`src/rtl/nic_interface_if.sv`:
```
// Bundle of the processor access port and the router port of nic_interface.
// master drives accesses and router inputs; slave is the NIC itself.
interface nic_interface_if #(
  parameter int DATA_WIDTH = 64,
  parameter int ADDR_WIDTH = 2
);
  logic [ADDR_WIDTH-1:0] addr;
  logic [DATA_WIDTH-1:0] d_in;
  logic [DATA_WIDTH-1:0] d_out;
  logic                  nicEn;
  logic                  nicEnWr;

  logic                  net_si;
  logic                  net_ri;
  logic [DATA_WIDTH-1:0] net_di;
  logic                  net_so;
  logic                  net_ro;
  logic [DATA_WIDTH-1:0] net_do;
  logic                  net_polarity;

  modport master (
    output addr, d_in, nicEn, nicEnWr, net_si, net_di, net_ro, net_polarity,
    input  d_out, net_ri, net_so, net_do
  );

  modport slave (
    input  addr, d_in, nicEn, nicEnWr, net_si, net_di, net_ro, net_polarity,
    output d_out, net_ri, net_so, net_do
  );
endinterface

```
`src/rtl/nic_interface.sv`:
```
// nic_interface: bridges the pipeline to one router port through an inbound and an outbound buffer.
// Define NIC_OUT_DEPTH2_EN to make the outbound buffer a 2-entry FIFO.
module nic_interface #(
  parameter int DATA_WIDTH = 64,
  parameter int ADDR_WIDTH = 2
) (
  input  logic           clk,
  input  logic           rst,
  nic_interface_if.slave bus
);

  localparam logic [ADDR_WIDTH-1:0] ADDR_IN_BUF   = ADDR_WIDTH'(0);
  localparam logic [ADDR_WIDTH-1:0] ADDR_IN_STAT  = ADDR_WIDTH'(1);
  localparam logic [ADDR_WIDTH-1:0] ADDR_OUT_BUF  = ADDR_WIDTH'(2);
  localparam logic [ADDR_WIDTH-1:0] ADDR_OUT_STAT = ADDR_WIDTH'(3);

  logic                  rd_en;
  logic                  wr_en;
  logic                  in_full;
  logic [DATA_WIDTH-1:0] in_buf;
  logic                  out_full;
  logic                  out_valid;
  logic [DATA_WIDTH-1:0] out_head;
  logic                  out_push;
  logic                  out_pop;

  assign rd_en = bus.nicEn & ~bus.nicEnWr;
  assign wr_en = bus.nicEn & bus.nicEnWr;

  // Inbound ready depends only on the registered flag, never on net_si.
  assign bus.net_ri = ~in_full;

  always_ff @(posedge clk or negedge rst) begin
    if (!rst) begin
      in_full <= 1'b0;
      in_buf  <= '0;
    end else if (bus.net_si && !in_full) begin
      in_buf  <= bus.net_di;
      in_full <= 1'b1;
    end else if (rd_en && (bus.addr == ADDR_IN_BUF)) begin
      in_full <= 1'b0;
    end
  end

  // The write gate sees pre-edge fullness, so a write racing a drain of a full buffer is lost.
  assign out_push   = wr_en && (bus.addr == ADDR_OUT_BUF) && !out_full;
  assign bus.net_so = out_valid && (out_head[DATA_WIDTH-1] == bus.net_polarity);
  assign out_pop    = bus.net_so && bus.net_ro;
  assign bus.net_do = out_head;

`ifdef NIC_OUT_DEPTH2_EN
  logic [DATA_WIDTH-1:0] fifo_mem [2];
  logic                  head_ptr;
  logic                  tail_ptr;
  logic [1:0]            count;

  always_ff @(posedge clk or negedge rst) begin
    if (!rst) begin
      fifo_mem[0] <= '0;
      fifo_mem[1] <= '0;
      head_ptr    <= 1'b0;
      tail_ptr    <= 1'b0;
      count       <= 2'd0;
    end else begin
      if (out_push) begin
        fifo_mem[tail_ptr] <= bus.d_in;
        tail_ptr           <= ~tail_ptr;
      end
      if (out_pop) begin
        head_ptr <= ~head_ptr;
      end
      count <= count + {1'b0, out_push} - {1'b0, out_pop};
    end
  end

  assign out_full  = (count == 2'd2);
  assign out_valid = (count != 2'd0);
  assign out_head  = fifo_mem[head_ptr];
`else
  logic [DATA_WIDTH-1:0] out_buf;

  always_ff @(posedge clk or negedge rst) begin
    if (!rst) begin
      out_full <= 1'b0;
      out_buf  <= '0;
    end else if (out_push) begin
      out_buf  <= bus.d_in;
      out_full <= 1'b1;
    end else if (out_pop) begin
      out_full <= 1'b0;
    end
  end

  assign out_valid = out_full;
  assign out_head  = out_buf;
`endif

  // Zero-latency register read; the write-only outbound buffer reads as zero.
  always_comb begin
    bus.d_out = '0;
    if (rd_en) begin
      case (bus.addr)
        ADDR_IN_BUF:   bus.d_out = in_buf;
        ADDR_IN_STAT:  bus.d_out = DATA_WIDTH'(in_full);
        ADDR_OUT_STAT: bus.d_out = DATA_WIDTH'(out_full);
        default:       bus.d_out = '0;
      endcase
    end
  end

endmodule

```
`src/flat_wrapper.sv`:
```
// flat-port wrapper written by rule: the top's interface ports become plain ports
module nic_interface_flat 
#(
  parameter int DATA_WIDTH = 64,
  parameter int ADDR_WIDTH = 2
)
  (clk, rst, bus_addr, bus_d_in, bus_nicEn, bus_nicEnWr, bus_net_si, bus_net_di, bus_net_ro, bus_net_polarity, bus_d_out, bus_net_ri, bus_net_so, bus_net_do);
  nic_interface_if #(.DATA_WIDTH(DATA_WIDTH), .ADDR_WIDTH(ADDR_WIDTH)) bus_i ();
  input  logic clk;
  input  logic rst;
  input wire logic [$bits(bus_i.addr)-1:0] bus_addr;
  input wire logic [$bits(bus_i.d_in)-1:0] bus_d_in;
  input wire logic [$bits(bus_i.nicEn)-1:0] bus_nicEn;
  input wire logic [$bits(bus_i.nicEnWr)-1:0] bus_nicEnWr;
  input wire logic [$bits(bus_i.net_si)-1:0] bus_net_si;
  input wire logic [$bits(bus_i.net_di)-1:0] bus_net_di;
  input wire logic [$bits(bus_i.net_ro)-1:0] bus_net_ro;
  input wire logic [$bits(bus_i.net_polarity)-1:0] bus_net_polarity;
  output wire logic [$bits(bus_i.d_out)-1:0] bus_d_out;
  output wire logic [$bits(bus_i.net_ri)-1:0] bus_net_ri;
  output wire logic [$bits(bus_i.net_so)-1:0] bus_net_so;
  output wire logic [$bits(bus_i.net_do)-1:0] bus_net_do;
  assign bus_i.addr = bus_addr;
  assign bus_i.d_in = bus_d_in;
  assign bus_i.nicEn = bus_nicEn;
  assign bus_i.nicEnWr = bus_nicEnWr;
  assign bus_i.net_si = bus_net_si;
  assign bus_i.net_di = bus_net_di;
  assign bus_i.net_ro = bus_net_ro;
  assign bus_i.net_polarity = bus_net_polarity;
  assign bus_d_out = bus_i.d_out;
  assign bus_net_ri = bus_i.net_ri;
  assign bus_net_so = bus_i.net_so;
  assign bus_net_do = bus_i.net_do;
  nic_interface #(.DATA_WIDTH(DATA_WIDTH), .ADDR_WIDTH(ADDR_WIDTH)) u_core (.clk(clk), .rst(rst), .bus(bus_i));
endmodule
```
`config.mk`:
```
export PLATFORM = sky130hd
export DESIGN_NAME = nic_interface_flat
export DESIGN_NICKNAME = d
export VERILOG_FILES = /design/src/rtl/nic_interface_if.sv /design/src/rtl/nic_interface.sv /design/src/flat_wrapper.sv
export SDC_FILE = /design/constraint.sdc
export NUM_CORES = 1
export LEC_CHECK = 0
export BUFFER_PORTS_ARGS = -buffer_cell sky130_fd_sc_hd__buf_4
export CORE_UTILIZATION = 42
export CTS_CLUSTER_DIAMETER = 40
export DETAILED_ROUTE_END_ITERATION = 8
export PLACE_DENSITY = 0.84
export SLEW_MARGIN = 10
export SYNTH_ARGS = -nofsm -noshare
export SYNTH_HDL_FRONTEND = slang
export SYNTH_SLANG_ARGS = --single-unit
```
`constraint.sdc`:
```
create_clock -name clk -period 1.5 [get_ports clk]
set_clock_uncertainty 0.1 [all_clocks]
set_input_delay 0.075 -clock clk [delete_from_list [all_inputs] [get_ports clk]]
set_output_delay 0.075 -clock clk [all_outputs]
set_load 0.1 [all_outputs]
```
==> Implementation_results.wiki <==
{| class="wikitable"
! Metric !! Value
|-
| Result of the run || finished with violations
|-
| Violated checks || setup timing
|-
| Grt ovf || 0
|-
| Core area || 12770 um2
|-
| I/O pin count || 267
|-
| Final clock period utilization by the worst path || 120.1%
|-
| Clock input transition at the sequential cells of the worst setup and hold paths || 0.06 ns
|-
| Number of cells produced by synthesis || 356
|-
| RSZ-0062 raised after global routing || yes
|-
| Number of maximum-capacitance constraint violations || 0
|-
| Initial Utilization || 43.56%
|-
| Wire per inst || 19.04 um
|-
| HPWL after detailed placement || 9.836 mm
|-
| Fraction of layout cells with a size suffix above 1 || 65.78%
|-
| Top flip-flop cell by instance count after synthesis || sky130_fd_sc_hd__dfrtp_1
|-
| Cells taking the most area after synthesis || sky130_fd_sc_hd__dfrtp_1 (58%), sky130_fd_sc_hd__mux2_2 (16%), sky130_fd_sc_hd__mux2_4 (13%)
|-
| DR iter-0 viols || 189
|-
| Clk root buf || sky130_fd_sc_hd__clkbuf_16
|-
| Wire length of the first global-routing pass || 26.92 mm
|-
| Maximum buffer depth of the clock tree || 2
|-
| Avg Inst Size Synth || 15.63 um2
|-
| Post-synth top cells || sky130_fd_sc_hd__dfrtp_1 (130), sky130_fd_sc_hd__mux2_2 (80), sky130_fd_sc_hd__and2_1 (64)
|-
| Cell area after placement || 7935 um2
|-
| CP Max Fanout || 2
|-
| Net Count, Synth || 493
|-
| Number of enable-type register cells in the synthesized netlist || 0
|-
| Start point of the critical path || u_core.out_full
|-
| Hold crit path type || in2async
|-
| Path depth of the worst reg2reg path || 6
|-
| Critical path startpoint category || flip-flop
|-
| Number of max-slew violations in the final report || 0
|-
| Hold Violations, Final || 0
|-
| Synthesis warning total || 0
|-
| Clk sinks || 130
|-
| Worst IR drop on VDD || 1.620 mV
|-
| Post-detailed-routing wire length || 18.38 mm
|-
| Input/output buffers || 266
|-
| ANT nets after route || 0
|-
| DRC violation count after routing || 0
|-
| Critical path data required time || 1.32 ns
|-
| Min setup slack post-route || -0.3013 ns
|-
| Minimum period implied by the final worst setup slack || 1.801 ns
|-
| Total via count in the routed design || 4568
|-
| Total power per unit cell area || 1849 nW/um2
|-
| Total Nets Final || 916
|-
| Maximum achievable frequency || 555.2 MHz
|-
| Most used standard cell by instance count after synthesis || sky130_fd_sc_hd__dfrtp_1
|-
| GP Congestion || 0.7385
|-
| Relative max-transition margin || 74.33%
|-
| Worst Setup End Kind || output port
|-
| Reg-to-reg startpoint || u_core.out_full
|-
| GRT Util Overall || 27.15%
|-
| Arrival @ worst endpoint || 1.63 ns
|-
| Clock latency of the later-clocked register in the worst-skew pair || 0.42 ns
|-
| Post-synth design cell area || 5564 um2
|-
| Total die area || 13710 um2
|-
| Die Y || 117.1 um
|-
| Worst setup path endpoint || bus_d_out[0]
|-
| Maximum number of pins on one net before global-route repair || 62
|-
| Vias per cell || 4.734
|-
| Proportion of register bits with asynchronous set or reset after synthesis || 100.0%
|-
| Final cell count without fillers || 965
|-
| Capture point of the worst reg-to-reg path || u_core.bus.net_do[32]
|-
| Slew at the pin closest to its max-slew limit || 0.3850 ns
|-
| Reg-to-reg setup timing slack || -0.24 ns
|-
| Detailed-routing iteration count for the pre-antenna-repair pass || 4
|-
| Number of global-route vias before repair || 5164
|-
| Unique cell type count in the Yosys netlist || 20
|-
| CTS tree || built
|-
| Flops & latches, synth || 130
|-
| Critical Setup Path Class || reg2out
|-
| Count of placed standard cells including taps || 792
|-
| Post-synth top area cell || sky130_fd_sc_hd__dfrtp_1
|-
| Antenna violations before repair || 0
|-
| Die boundary width || 117.1 um
|-
| Yosys top cell area share || 58.47%
|-
| Cts bufs inserted || 17
|-
| H-tree depth reported by CTS || 4
|-
| Sequential element share of the synthesized area || 58.47%
|-
| Static Leakage || 4.892 nW
|-
| Row cnt || 41
|-
| Final setup fails || 66
|-
| Filler Cell Count || 646
|-
| Synth-to-layout area growth || 82.59%
|-
| Post-Layout Inst Area || 10160 um2
|}
[worst max-delay path: stages, from the launching register on]
cell and delay [ns]:
sky130_fd_sc_hd__dfrtp_1 0.39, sky130_fd_sc_hd__buf_6 0.12, sky130_fd_sc_hd__mux2_4 0.25, sky130_fd_sc_hd__a22oi_2 0.20
sky130_fd_sc_hd__nor3b_4 0.08, sky130_fd_sc_hd__buf_12 0.17
[power breakdown]
part           total [mW]  internal [mW]  leakage [nW]  switching (mW)
sequential           5.79           4.92          1.54           0.871
combinational        8.74           2.95          3.06            5.80
clock                4.25           2.65         0.293            1.59
total                18.8           10.5          4.89            8.26
[flip-flops by register name (all words and copies together) (netlist names)]
register           cells
u_core.in_buf         64
u_core.in_full         1
u_core.out_full        1
u_core.bus.net_do     64
[timing repair]
| action | CTS | global route |
|---|---|---|
| pin swaps | 3 | 3 |
| setup buffers | 7 | 0 |
| gates cloned | 5 | 1 |
| endpoints found under the setup margin | 48 | 69 |
| hold buffers | 131 | 0 |
| hold endpoints to repair | 259 | 0 |
| resized for setup | 34 | 10 |
[logic make-up (layout without fill, tap and decap cells)]
logic type / Yosys count / count (layout) / synth area share [%]
mux: 129 / 129 / 29.41
simple gates: 72 / 72 / 8.365
xor+xnor: 1 / 1 / 0.1574
buf+inv: 21 / 457 / 3.193
flops: 130 / 130 / 58.47
compound gates: 3 / 3 / 0.4049
other cells: 0 / 1 / 0
[worst min-delay path by stage]
stage                            endpoint  depth (start not counted)
CTS                      u_core.in_buf[9]                          2
global route        u_core.bus.net_do[54]                          2
finish              u_core.bus.net_do[51]                          2
detailed placement  u_core.bus.net_do[38]                          1
floorplan            u_core.bus.net_do[0]                          0
global placement    u_core.bus.net_do[55]                          1
[cell type report]
cell class / instances / area [um2] / area share [%]
timing repair buffer: 424 / 3807 / 37.48
sequential: 130 / 3254 / 32.03
multi-input combinational: 205 / 2273 / 22.38
tap: 172 / 215.2 / 2.118
antenna: 1 / 2.502 / 0.02463
clock buffer: 19 / 442.9 / 4.360
clock inverter: 13 / 160.2 / 1.576
inverter: 1 / 3.754 / 0.03695
[cells in the final DEF, fill, tap and decap left out, drive strengths merged]
cell type,netlist,routed
buf,14,292
dlygate4sd3,0,131
dfrtp,130,130
mux2,129,129
and2,64,64
clkbuf,6,20
clkinv,0,7
bufinv,0,3
nor3,2,2
nand2,2,2
clkinvlp,0,2
inv,1,2
diode,0,1
nand2b,1,1
nor2,1,1
a22oi,1,1
nor3b,1,1
xnor2,1,1
nor2b,1,1
a21o,1,1
o21bai,1,1
[through the flow]
step / setup TNS (ns) / util, % / power (mW) / hold WS, ns / worst slack, ns
after global routing: -14.11 / 79.52 / 19.42 / 0.03761 / -0.3542
after CTS: -11.62 / 79.62 / 18.54 / 0.01795 / -0.3425
after global placement: -0.1262 / 62.12 / 13.69 / -0.08659 / -0.02737
after floorplan: -0.1507 / - / 11.95 / -0.3206 / -0.1234
after detailed placement: -0.5475 / 62.12 / 13.90 / -0.08057 / -0.05007
final: -10.60 / 79.54 / 18.78 / 0.01385 / -0.3013
[layer usage]
layer	wire length (um)	vias up	GRT usage, %
met5	0	-	0
met4	495	0	12.49
met3	1007	38	7.158
met2	10030	203	50.73
met1	6844	2268	28.42
li1	-	2059	-
No activity file was read; power rests on OpenSTA's default activity.
